--- src/rtl/seg7_scan.sv ---
// ============================================================================
// Module   : seg7_scan
// Brief    : Four-digit multiplexed seven-segment driver with per-frame input
//            snapshot, per-slot blanking and active-low hex decode.
//            Optional macro SEG7_LEADING_ZERO_BLANK_EN hides leading zeros.
// Revision : 1.0  initial release
// ============================================================================
`default_nettype none

module seg7_scan #(
    parameter int REFRESH_DIV  = 50000,
    parameter int BLANK_CYCLES = 500
) (
    input  logic       clk,
    input  logic       reset,
    input  logic [3:0] arr0,
    input  logic [3:0] arr1,
    input  logic [3:0] arr2,
    input  logic [3:0] arr3,
    input  logic [3:0] dp_mask,
    output logic [3:0] an,
    output logic [6:0] seg,
    output logic       dp,
    output logic       frame_tick
);

    localparam int CNT_W = (REFRESH_DIV > 1) ? $clog2(REFRESH_DIV) : 1;
    localparam logic [CNT_W-1:0] CNT_LAST  = CNT_W'(REFRESH_DIV - 1);
    localparam logic [CNT_W-1:0] BLANK_END = CNT_W'(BLANK_CYCLES);

    typedef enum logic [1:0] {
        ST_IDLE  = 2'd0,
        ST_BLANK = 2'd1,
        ST_SHOW  = 2'd2
    } state_t;

    state_t            r_state;
    state_t            w_state_nxt;
    logic [CNT_W-1:0]  r_cnt;
    logic [CNT_W-1:0]  w_cnt_nxt;
    logic [1:0]        r_dig;
    logic [1:0]        w_dig_nxt;
    logic [19:0]       r_snap;
    logic [19:0]       w_snap_nxt;
    logic              w_load;
    logic [3:0]        w_nib;
    logic [3:0]        w_snap_dp;
    logic              w_lz_hide;
    logic [3:0]        w_an_nxt;
    logic [6:0]        w_seg_nxt;
    logic              w_dp_nxt;

    function automatic logic [6:0] hex7(input logic [3:0] v);
        logic [6:0] s;
        case (v)
            4'h0: s = 7'h40;
            4'h1: s = 7'h79;
            4'h2: s = 7'h24;
            4'h3: s = 7'h30;
            4'h4: s = 7'h19;
            4'h5: s = 7'h12;
            4'h6: s = 7'h02;
            4'h7: s = 7'h78;
            4'h8: s = 7'h00;
            4'h9: s = 7'h10;
            4'hA: s = 7'h08;
            4'hB: s = 7'h03;
            4'hC: s = 7'h46;
            4'hD: s = 7'h21;
            4'hE: s = 7'h06;
            default: s = 7'h0E;
        endcase
        return s;
    endfunction

    // The IDLE state makes the first edge after reset release behave like a
    // frame wrap: it enters slot 0 of digit 0 and takes the snapshot.
    always_comb begin
        w_load    = 1'b0;
        w_cnt_nxt = r_cnt + 1'b1;
        w_dig_nxt = r_dig;
        if (r_state == ST_IDLE) begin
            w_cnt_nxt = '0;
            w_dig_nxt = 2'd0;
            w_load    = 1'b1;
        end else if (r_cnt == CNT_LAST) begin
            w_cnt_nxt = '0;
            w_dig_nxt = r_dig + 2'd1;
            w_load    = (r_dig == 2'd3);
        end
        w_state_nxt = (w_cnt_nxt < BLANK_END) ? ST_BLANK : ST_SHOW;
        w_snap_nxt  = w_load ? {dp_mask, arr3, arr2, arr1, arr0} : r_snap;
    end

    assign w_nib     = w_snap_nxt[{w_dig_nxt, 2'b00} +: 4];
    assign w_snap_dp = w_snap_nxt[19:16];

`ifdef SEG7_LEADING_ZERO_BLANK_EN
    // Hide digit k when it and every digit to its left are zero, unless the
    // decimal point is requested on that digit.
    always_comb begin
        w_lz_hide = 1'b0;
        case (w_dig_nxt)
            2'd3:    w_lz_hide = (w_snap_nxt[15:12] == 4'h0);
            2'd2:    w_lz_hide = (w_snap_nxt[15:8]  == 8'h00);
            2'd1:    w_lz_hide = (w_snap_nxt[15:4]  == 12'h000);
            default: w_lz_hide = 1'b0;
        endcase
        if (w_snap_dp[w_dig_nxt])
            w_lz_hide = 1'b0;
    end
`else
    assign w_lz_hide = 1'b0;
`endif

    // Outputs are decoded from next-state values so they land on the same
    // edge as the counters they describe.
    always_comb begin
        w_an_nxt  = 4'b1111;
        w_seg_nxt = 7'h7F;
        w_dp_nxt  = 1'b1;
        if ((w_state_nxt == ST_SHOW) && !w_lz_hide) begin
            w_an_nxt  = ~(4'b0001 << w_dig_nxt);
            w_seg_nxt = hex7(w_nib);
            w_dp_nxt  = ~w_snap_dp[w_dig_nxt];
        end
    end

    always_ff @(posedge clk) begin
        if (!reset) begin
            r_state    <= ST_IDLE;
            r_cnt      <= '0;
            r_dig      <= 2'd0;
            r_snap     <= '0;
            an         <= 4'b1111;
            seg        <= 7'h7F;
            dp         <= 1'b1;
            frame_tick <= 1'b0;
        end else begin
            r_state    <= w_state_nxt;
            r_cnt      <= w_cnt_nxt;
            r_dig      <= w_dig_nxt;
            r_snap     <= w_snap_nxt;
            an         <= w_an_nxt;
            seg        <= w_seg_nxt;
            dp         <= w_dp_nxt;
            frame_tick <= w_load;
        end
    end

endmodule

`default_nettype wire
--- config.mk ---
export PLATFORM = sky130hd
export DESIGN_NAME = seg7_scan
export DESIGN_NICKNAME = d
export VERILOG_FILES = /design/src/rtl/seg7_scan.sv
export SDC_FILE = /design/constraint.sdc
export NUM_CORES = 1
export LEC_CHECK = 0
export CAP_MARGIN = 20
export CORE_MARGIN = 10
export CORE_UTILIZATION = 49
export CTS_BUF_LIST = sky130_fd_sc_hd__clkbuf_16
export DETAILED_ROUTE_END_ITERATION = 12
export PLACE_DENSITY_LB_ADDON = 0.3
export SETUP_SLACK_MARGIN = 0.3
export SYNTH_ARGS = -nofsm -noshare
export SYNTH_HDL_FRONTEND = slang
export SYNTH_SLANG_ARGS = --single-unit
--- constraint.sdc ---
create_clock -name clk -period 3.5 [get_ports clk]
set_input_delay 0.7 -clock clk [delete_from_list [all_inputs] [get_ports clk]]
set_output_delay 0.7 -clock clk [all_outputs]
set_load 0.005 [all_outputs]
Yosys cells after proc, flatten, opt, wreduce, memory -nomap -nowiden
Memory sizes are Yosys's and may differ from the RTL's. A register that Yosys moved wholly into a read port is not among the register bits.
Index checks and enable logic that the tools add are counted.
{ "totals": {"elab_cells": 32, "regBits": 46, "mem_count": 1, "inputBits": 22, "romBits": 112} }
{ "mem_list": {"columns": ["name", "words", "width", "rd", "rd_ports_with_merged_regs", "write_ports", "line", "rtl"], "rows": [
  ["(name not given)", 16, 7, 1, 1, 0, "55", "case (v)"]
]} }
{ "op_classes": {"order_cmp": 2, "bitwise_logic": 2, "n_eq_ne": 3, "reduce_logical": 3, "muxes": 10, "n_addsub": 2, "shifts": 2} }
{ "op_table": {"columns": ["operator", "n"], "rows": [
  ["16-bit two-way mux", 2],
  ["20-bit two-way mux", 1],
  ["20-bit by 5-bit indexed part select with 4-bit output", 1],
  ["16-bit by 1-bit adder with 16-bit output, second input constant", 1],
  ["16-bit == test, second input constant", 1],
  ["16-bit by 9-bit less-than comparator with 1-bit output, second input constant", 1],
  ["2-bit two-way mux", 3],
  ["2-bit == test, second input constant", 2],
  ["4-bit NOT", 1],
  ["1-bit by 2-bit left shift with 4-bit output, first input constant", 1],
  ["2-bit by 3-bit less-than comparator with 1-bit output, second input constant", 1],
  ["1-bit two-way mux", 3],
  ["2-bit by 1-bit adder with 2-bit output, second input constant", 1],
  ["1-bit binary-select mux with 2-bit select", 1],
  ["2-bit logical NOT", 1],
  ["2-bit AND reduction", 1],
  ["1-bit logical NOT", 1],
  ["1-bit NOT", 1]
]} }

Depth between registers and ports, before layout
{ "logic_depth": {"depth_word": 8, "mapped_depth": 15, "depth_no_buf": 13} }

Worst setup path before layout
Ideal clock, no wire load.
{ "synth_path": {"kind": "register to register", "start": "reg r_cnt[9]", "end": "reg seg[3]", "synth_period_minus_slack_ps": 3310, "stages_incl_launch_ff": 15, "setup_time_ps": 139, "setup_slack_ps": 190, "arrival_time_ps": 3171, "cell_sequence": "dfxtp_1 -> buf_4 -> or4b_4 -> nor4_4 -> mux2i_1 -> nor2_1 -> a22oi_1 -> and3_1 -> clkbuf_1 -> inv_1 -> ha_1 -> inv_1 -> nor3_1 -> a2111oi_0 -> a31oi_1"} }
{ "synth_between": {"elab_chain_len": 8, "elab_cells_between_ends": 15, "classes_between": "add/sub: 1; order compare: 1; eq/ne: 2; shift: 1; mux: 8; reduce/logical: 2"} }
{ "synth_lines": {"columns": ["element", "line", "rtl"], "rows": [
  ["start, declared", "39", "logic [CNT_W-1:0] r_cnt;"],
  ["start signal, assigned", "141", "r_cnt <= w_cnt_nxt;"],
  ["16-bit by 1-bit adder with 16-bit output / 16-bit == test (equally long branches)", "80, 86", null],
  ["16-bit two-way mux", "86", "end else if (r_cnt == CNT_LAST) begin"],
  ["16-bit two-way mux", "82", "if (r_state == ST_IDLE) begin"],
  ["16-bit by 9-bit less-than comparator with 1-bit output", "91", "w_state_nxt = (w_cnt_nxt < BLANK_END) ? ST_BLANK : ST_SHOW;"],
  ["2-bit two-way mux", "91", null],
  ["2-bit == test", "122", "if ((w_state_nxt == ST_SHOW) && !w_lz_hide) begin"],
  ["2-bit AND reduction (no source line)", null, null],
  ["1-bit logical NOT (no source line)", null, null],
  ["end, declared", "22", "output logic [6:0] seg,"]
]} }
Parallel ways exist; a longest one is shown, timed or not.
A chain may end at the register's enable or synchronous reset.

Worst setup path in the final report
{ "layout_path": {"start": "reg r_cnt[13]", "end": "reg seg[0]"} }
Same word-level chain as after synthesis.

==> flow_summary.toml <==
[clock_network]
root_buffer = "clkbuf_16"
cts_tree = "done"
clkLatencyLatePin_ns = 0.29
clk_path_buf_depth = 2
clock-sinks = 53
clkTransAtPathRegs_ns = 0.07
h-tree-depth = 2
cts_buffers = 5

[logic_synthesis]
synth.top_cell.area_share_pct = 40.25
synth_seq_cells = 53
yosys_warnings = 0
synthFlopType = "dfxtp_1"
yosysUniqueCellTypes = 53
syn_inst = 298
ys_seq_area_share_pct = 40.25
syn-num-nets = 327
syn-cell-area_um2 = 2636
synthArstFlopShare_pct = 0
yosysTopAreaCell = "dfxtp_1"
syn_area_per_cell_um2 = 8.847
synthTopCellsByArea = "dfxtp_1 40%, nand2_1 6.1%, mux2i_1 5.7%"
synth-edff-count = 0

[worst_hold_path]
min_to = "r_snap[14]"
whs_path_depth = 2
hold_start = "r_snap[14]"
min_path_type = "flip-flop to flip-flop"

[drt]
post-route-drc-count = 0
ant_nets = 0
wl_per_cell_um = 16.11
wl_mm = 6.992
drtIter0Drc = 166
num_vias = 2402
viasPerCell = 5.535
firstDrtPassIters = 4

[global_routing]
grt_antenna_before_repair = 0
grt_util_met2_pct = 24.07
grt.total_usage_pct = 14.69
met1_usage_pct = 18.05
grt_max_degree = 27
gr-max-usage-layer = "met2"
grtUsageMet3_pct = 3.677
grt_pass1_vias = 2156
grt_pass1_wl_mm = 10.43
gr-total-overflow = 0

[pwr]
p_int_uw = 951.6
swShare_pct = 22.90
p_per_area_nw_per_um2 = 340.7
p_clk_share_pct = 37.1
max-vdd-ir-drop_mv = 0.1887
leakagePower_uw = 0.001380
p_sw_uw = 282.6
p_comb_share_pct = 12.4
p_seq_share_pct = 50.5

[timing]
finalSetupViolCount = 0
slew_viol_final = 0
rsz0062_at_grt = "yes"
worst_pin_slew_ns = 0.5587
period_share_pct = 91.33
final.min_clock_period_ns = 3.196
clock.fmax_mhz = 312.8
skew_ns = 0.006788
hold_slack_ns = 0.4673
hold_viol = 0
max_slew_margin_pct = 62.23
worst_slack_ns = 0.3035
finalSetupTns_ns = 0

[floorplan]
die_area_um2 = 8714
ioPinCount = 35
design.core.area_um2 = 5172
fp.dieW_um = 93.35
die_h_um = 93.35
start_util_pct = 50.97
num_rows = 26

[finish]
final_util_pct = 70.03
drive_gt1_share_pct = 23.90
nets = 393
antennaDiodeCount = 0
final_cells = 434
syn_to_final_growth_pct = 37.40

[placement]
gp_congestion = 0.8410
hpwl_mm = 4.438
io_buffers = 34
place_ws_ns = 0.08450
placed_cells = 400

[setup_path]
cp-end-kind = "flip-flop"
r2r_setup_slack_ns = 0.30
r2r-start = "r_cnt[13]"
reg2reg_depth = 13
crit_required_ns = 3.68
cp-start-kind = "flip-flop"
r2r_end = "seg[0]"
critPathKind = "flip-flop to flip-flop"
cp_max_fo = 4
arrival_ns = 3.37

[flow_run]
drv_cap = 0

[status]
status = "complete, no violations"
-- cell families (layout without fill, tap and decap cells) --
kind of cell	after synthesis	count (layout)	share of synthesized area, %
flip-flops	53	53	40.25
AO/OA/AOI/OAI	46	46	12.58
AND/OR/NAND/NOR	139	139	27.48
buffers and inverters	19	85	3.322
adder cells (fa/ha/maj)	7	7	3.322
XOR/XNOR	14	14	4.651
multiplexers	20	20	8.400
-- metrics by stage --
step / power (µW) / area [µm²]
6_report: 1234 / 3622
5_1_grt: 1277 / 3622
4_1_cts: 1212 / 3337
3_5_place_dp: 757.1 / 3120
3_3_place_gp: 754.3 / 3120
2_1_floorplan: 711.2 / 2681
-- flip-flops by register name, summed over array words and instances, names as in the netlist --
name,cells
dp,1
frame_tick,1
an,4
seg,7
r_cnt,16
r_dig,2
r_snap,20
r_state,2
-- placed cells by master (no fill, tap or decap), types with 4 or more instances in the layout --
master,n
dfxtp_1,46
nand2_1,43
clkdlybuf4s50_1,34
buf_4,30
nor2_1,23
nand3_1,16
mux2i_1,12
nor2b_1,10
a21boi_0,10
o21ai_0,9
buf_6,9
nand4_1,7
xor2_1,7
xnor2_1,7
and3_1,7
clkbuf_16,5
and2_1,4
nor3_1,4
ha_1,4
dfxtp_4,4
-- how the worst max path moves through the flow --
stage                     depth (start not counted)      start     end  slack (ns)
after floorplan                                  11   r_cnt[5]  seg[0]        0.31
after global placement                           13   r_cnt[9]  seg[3]        0.16
after detailed placement                         13   r_cnt[9]  seg[3]        0.08
after CTS                                        11   r_cnt[5]  seg[0]        0.31
after global routing                             11  r_cnt[10]  seg[4]        0.23
final                                            13  r_cnt[13]  seg[0]        0.30
-- metal layers --
layer	vias to the layer above	part of all wire [%]
met5	-	0
met4	0	2.1
met3	13	5.9
met2	72	48
met1	1130	44
li1	1187	-
-- critical path: stages, from the launching register on --
cell      delay (ns)
dfxtp_2         0.34
or4b_4          0.59
nor4_4          0.30
buf_6           0.17
buf_6           0.10
buf_6           0.09
mux2i_2         0.22
buf_4           0.16
buf_4           0.12
o211ai_1        0.09
buf_4           0.17
or4_4           0.56
o31ai_4         0.08
o21ai_1         0.09
-- area by class of cell --
class	count	area, µm²
inverters	5	18.77
well taps	70	87.58
clock inverters	2	7.507
flip-flops and latches	53	1080
fillers	384	1550
repair buffers	73	666.9
multi-input cells	226	1637
clock buffers	5	125.1
-- Yosys cell counts, types with 7 or more instances --
library cell and n:
nand3_1 16, a21boi_0 10, nor2_1 26, xnor2_1 7
and3_1 9, nor2b_1 10, o21ai_0 9, mux2i_1 15
nand4_1 7, ha_1 7, nand2_1 43, clkbuf_1 10
nor3_1 7, dfxtp_1 53, xor2_1 7
-- power by group through the flow --
stage | registers (µW) | clock network, µW | logic (µW)
after floorplan | 637 | 0 | 74.2
after global placement | 638 | 0 | 116
after detailed placement | 639 | 0 | 119
after CTS | 625 | 465 | 122
after global routing | 624 | 489 | 164
final | 623 | 458 | 153
-- repair_timing --
action / 4_1_cts / 5_1_grt
gates cloned: 0 / 0
setup endpoints to repair: 7 / 9
resized for setup: 9 / 39
pin swaps: 0 / 14
setup buffers: 8 / 19
hold buffers: 0 / 0
Power figures use the tool's default switching activity.
